`config.mk`:
```
export PLATFORM = sky130hd
export DESIGN_NAME = comparator
export DESIGN_NICKNAME = d
export VERILOG_FILES = /design/src/rtl/bist_pkg.sv /design/src/rtl/sat_counter.sv /design/src/rtl/comparator.sv
export SDC_FILE = /design/constraint.sdc
export NUM_CORES = 1
export LEC_CHECK = 0
export CAP_MARGIN = 15
export CORE_UTILIZATION = 41
export DETAILED_ROUTE_END_ITERATION = 10
export PLACE_DENSITY_LB_ADDON = 0.05
export SYNTH_ARGS = -nofsm -noshare
export SYNTH_HDL_FRONTEND = slang
export SYNTH_SLANG_ARGS = --single-unit
```
`constraint.sdc`:
```
create_clock -name clk -period 1.47 [get_ports clk]
set_input_delay 0.147 -clock clk [delete_from_list [all_inputs] [get_ports clk]]
set_output_delay 0.147 -clock clk [all_outputs]
set_load 0.01 [all_outputs]
```
`src/rtl/bist_pkg.sv`:
```
// ============================================================================
// Module : bist_pkg
// Shared BIST widths and the saturation limit of the error counter.
// Rev    : 1.0 - initial release
// ============================================================================
`default_nettype none

package bist_pkg;
  localparam int DTA_SIZE_DEF = 8;
  localparam int CNT_W_DEF    = 16;
  localparam logic [CNT_W_DEF-1:0] CNT_MAX = '1;
endpackage

`default_nettype wire

```
`src/rtl/sat_counter.sv`:
```
// ============================================================================
// Module : sat_counter
// Saturating up-counter with synchronous clear and asynchronous reset.
// Rev    : 1.0 - initial release
// ============================================================================
`default_nettype none

module sat_counter
  import bist_pkg::*;
#(
  parameter int CNT_W = CNT_W_DEF
) (
  input  logic             clk,
  input  logic             rst,
  input  logic             inc_i,
  input  logic             clr_i,
  output logic [CNT_W-1:0] count_o
);

  logic [CNT_W-1:0] count_q;
  logic [CNT_W-1:0] count_d;

  // Clear wins over increment; the count parks at all-ones instead of wrapping.
  always_comb begin
    count_d = count_q;
    if (clr_i) begin
      count_d = '0;
    end else if (inc_i && (count_q != {CNT_W{1'b1}})) begin
      count_d = count_q + 1'b1;
    end
  end

  always_ff @(posedge clk or posedge rst) begin
    if (rst) begin
      count_q <= '0;
    end else begin
      count_q <= count_d;
    end
  end

  assign count_o = count_q;

endmodule

`default_nettype wire

```
`src/rtl/comparator.sv`:
```
// ============================================================================
// Module : comparator
// BIST read-check comparator: registered error flag, sticky fail, mismatch
// mask and saturating error count. COMPARATOR_FIRST_FAIL_EN adds capture of
// the first failing data pair (first_et / first_read).
// Rev    : 1.0 - initial release
// ============================================================================
`default_nettype none

module comparator
  import bist_pkg::*;
#(
  parameter int DTA_SIZE = DTA_SIZE_DEF,
  parameter int CNT_W    = CNT_W_DEF
) (
  input  logic                clk,
  input  logic                rst,
  input  logic [DTA_SIZE-1:0] data_et,
  input  logic [DTA_SIZE-1:0] data_read,
  input  logic                read_en,
  input  logic                clr,
  output logic                error,
  output logic                fail,
  output logic [DTA_SIZE-1:0] mismatch_mask,
  output logic [CNT_W-1:0]    err_count
`ifdef COMPARATOR_FIRST_FAIL_EN
  ,
  output logic [DTA_SIZE-1:0] first_et,
  output logic [DTA_SIZE-1:0] first_read
`endif
);

  logic                cmp;
  logic                error_q;
  logic                fail_q;
  logic                fail_d;
  logic [DTA_SIZE-1:0] mask_q;
  logic [DTA_SIZE-1:0] mask_d;

  assign cmp = read_en && (data_et != data_read);

  always_comb begin
    fail_d = fail_q;
    if (clr) begin
      fail_d = 1'b0;
    end else if (cmp) begin
      fail_d = 1'b1;
    end
  end

  always_comb begin
    mask_d = mask_q;
    if (read_en) begin
      mask_d = data_et ^ data_read;
    end
  end

  always_ff @(posedge clk or posedge rst) begin
    if (rst) begin
      error_q <= 1'b0;
      fail_q  <= 1'b0;
      mask_q  <= '0;
    end else begin
      error_q <= cmp;
      fail_q  <= fail_d;
      mask_q  <= mask_d;
    end
  end

  sat_counter #(
    .CNT_W (CNT_W)
  ) u_err_cnt (
    .clk     (clk),
    .rst     (rst),
    .inc_i   (cmp),
    .clr_i   (clr),
    .count_o (err_count)
  );

`ifdef COMPARATOR_FIRST_FAIL_EN
  logic [DTA_SIZE-1:0] first_et_q;
  logic [DTA_SIZE-1:0] first_read_q;

  // Capture only the mismatch that sets fail; frozen for as long as fail holds.
  always_ff @(posedge clk or posedge rst) begin
    if (rst) begin
      first_et_q   <= '0;
      first_read_q <= '0;
    end else if (cmp && !clr && !fail_q) begin
      first_et_q   <= data_et;
      first_read_q <= data_read;
    end
  end

  assign first_et   = first_et_q;
  assign first_read = first_read_q;
`endif

  assign error         = error_q;
  assign fail          = fail_q;
  assign mismatch_mask = mask_q;

endmodule

`default_nettype wire

```
==> impl_results.md <==
- Worst Setup End Kind: flop
- Max_cap viols: 0
- Port bufs: 45
- Placer Congestion: between 0.8 and 0.9
- Synth unique cells: 32
- CORE AREA: 3100 um2
- Final hold violations: 0
- I/O pin count: 46
- Setup TNS: -2130 ps
- Clock sink count: 26
- Vias in the first global route: approximately 1500
- Worst-Margin Slew: 335 ps
- Clk Latency, worst-skew pair: around 340 ps
- Wirelength, routed: approximately 4.3 mm
- Post-DR vias/cell: between 5 and 6
- Setup Crit Path Kind: reg -> reg
- Largest fanout on the critical path: 4
- Clock input transition at the sequential cells of the worst setup and hold paths: approximately 150 ps
- Clock Tree Root: clkbuf_4
- Die Y: around 60 um
- Total gr overflow: 0
- Critical path startpoint category: flop
- Register share of total power: 0.530
- DP HPWL: roughly 3 mm
- Mapped cell area: roughly 1400 um2
- Power Dens Cells: approximately 600 nW/um2
- Cell count after synthesis: around 140
- Final worst path period share: 1.13
- Logic gate share of total power: 0.211
- Routed Antenna Nets: 0
- Tmin final: 1660 ps
- FILL cells: approximately 230
- CTS tree: done
- Largest net degree at the start of global routing: 27
- Critical Path RT: 1730 ps
- RSZ-0062 raised after global routing: yes
- Initial antenna violation count: 0
- Initial core utilization: 0.442
- Pre-antenna DRT Iters: 4
- # setup viols final: 16
- CTS Buf Count: 3
- Row count: 20
- WL/cell: 15.4 um
- Nets@finish: 258
- Power Total: 1460 uW
- H-tree levels: 1
- Yosys reg bits: 26
- Setup slack at placement: -395 ps
- Layout cells sized above 1: 0.390
- Full die area: around 3600 um2
- Register area share after synthesis: 0.474
- Worst IR Drop VDD: between 0.3 and 0.4 mV
- Hold Slack: 136 ps
- Synth async-reset ratio: 1.00
- Post-route DRC violation count: 0
- Post-synth EDFFs: 0
- Area Growth Syn to Fin: 78.2%
- Top cell type's share of synthesized area: 0.474
- Global-route wire length before repair: ~6.6 mm
- Die width: approximately 60 um
- Violated checks: setup timing
- Clock power share: 0.259
- Status: finished, violations left
- Storage cell area: between 600 and 700 um2
- Vias: ~1500
- Synth area leaders: dfrtp_1, a21oi_1, xnor2_1
- Fmax: around 600 MHz
- Cell taking the most area after synthesis: dfrtp_1
- Multi-input gate area: between 800 and 900 um2
- Syn_nets: 164
- Hold crit path type: in -> async
- NetSw: just under 400 uW
- Clk buf depth: 2
- Yosys warnings: 0
- Diodes inserted: 0
- Worst slew margin: 0.777
- Synth Flop Type: dfrtp_1
- Data arrival time of the worst path: 1930 ps
- Clock skew: between 5 and 6 ps
- Final worst slack: -195 ps
- Mean area per synthesized cell: between 9 and 10 um2
- GRT Total Usage: 0.249
- Initial DRC Count: between 70 and 80
- Fin. max-slew vios: 0
- Leakage Power: between 0.001 and 0.0015 uW
- P_int: around 1100 uW
- Sw Ratio: 0.266
[final timing paths]
kind                                                   from                               end  slack, ps  cells past startpoint
setup / recovery           u_err_cnt.count_o[3]$_DFFE_PP0P_  u_err_cnt.count_o[8]$_DFFE_PP0P_       -190                      6
hold / removal                                          rst                   error$_DFF_PP0_        140                      3
setup reg to reg           u_err_cnt.count_o[3]$_DFFE_PP0P_  u_err_cnt.count_o[8]$_DFFE_PP0P_       -190                      6
hold reg to reg                            fail$_DFFE_PP0P_                  fail$_DFFE_PP0P_        520                      1
max in group asynchronous                               rst  u_err_cnt.count_o[7]$_DFFE_PP0P_       1050                      3
min in group clk                               data_read[3]      mismatch_mask[3]$_DFFE_PP0P_        140                      3
[final cells by class]
class | instances | share of cell area
repair buffers | 95 | 0.345
multi-input cells | 106 | 0.341
flip-flops and latches | 26 | 0.270
well taps | 44 | 0.0225
clock buffers | 4 | 0.0148
inverters | 5 | 0.00767
[registers in the layout, indices dropped and copies added, names as in the netlist]
register and flops:
u_err_cnt.count_o 16, mismatch_mask 8, error 1, fail 1
[layer usage]
metal  global-route usage  vias up  part of all wire
li1                     -      721                 -
met1                0.300      739              0.42
met2                0.454       56              0.52
met3               0.0303        9             0.043
met4               0.0797        0             0.023
met5                    0        -                 0
[power groups by stage]
stage | clock, uW | sequential, uW | combinational, uW
floorplan | 0 | 799 | 87.3
global placement | 0 | 782 | 268
detailed placement | 0 | 785 | 277
CTS | 379 | 773 | 280
global route | 407 | 779 | 332
finish | 380 | 776 | 309
[cell usage after synthesis, types with 5 or more instances]
library cell and count:
o31ai_1 5, or3_1 9, dfrtp_1 26, nand2_1 6
nor2_1 8, a21oi_1 22, or4_1 5, o21ai_1 5
nand4_1 7, xnor2_1 8, inv_1 5, o21ai_0 5
[metrics by stage]
step | utilization | area, um2 | std cells
after floorplan | - | 1390 | 143
after global placement | 0.700 | 2170 | 266
after detailed placement | 0.700 | 2170 | 266
after CTS | 0.744 | 2310 | 276
after global routing | 0.788 | 2450 | 280
final | 0.788 | 2450 | 280
[cell families (layout without fill, tap and decap cells)]
family,count (synthesis),in the layout,share of synthesized area
XOR/XNOR,8,8,0.0511
AND/OR/NAND/NOR,51,52,0.235
AO/OA/AOI/OAI,44,44,0.184
buffers and inverters,12,104,0.0392
adder cells (fa/ha/maj),1,1,0.00911
flip-flops,26,26,0.474
multiplexers,1,1,0.00729
[layout by cell type, fill, tap and decap left out, types with 6 or more instances in the layout]
cell type        Yosys  layout
clkdlybuf4s50_1      0      20
buf_4                0      45
dfrtp_2              0       7
nor2_1               8       8
a21oi_1             22      19
nand4_1              7       7
or3_1                9       7
dfrtp_1             26      19
xnor2_2              0       6
dlymetal6s2s_1       0       8
o21ai_1              5       7
dlygate4sd2_1        0      17
[worst max-delay path, stage by stage, from the launching register on]
cell     delay (ps)
dfrtp_2         430
buf_6           100
nand4_1         110
or4b_4          550
nand4_1         140
o21ai_1          90
a21oi_1         170
[what timing repair did]
| item | in CTS | in global routing |
|---|---|---|
| pin swaps | 18 | 11 |
| setup buffers | 5 | 3 |
| endpoints found under the setup margin | 30 | 17 |
| hold buffers | 0 | 0 |
| cloned | 1 | 1 |
| gates resized for setup | 32 | 26 |
Note: power is estimated with default switching activity, not from simulation.
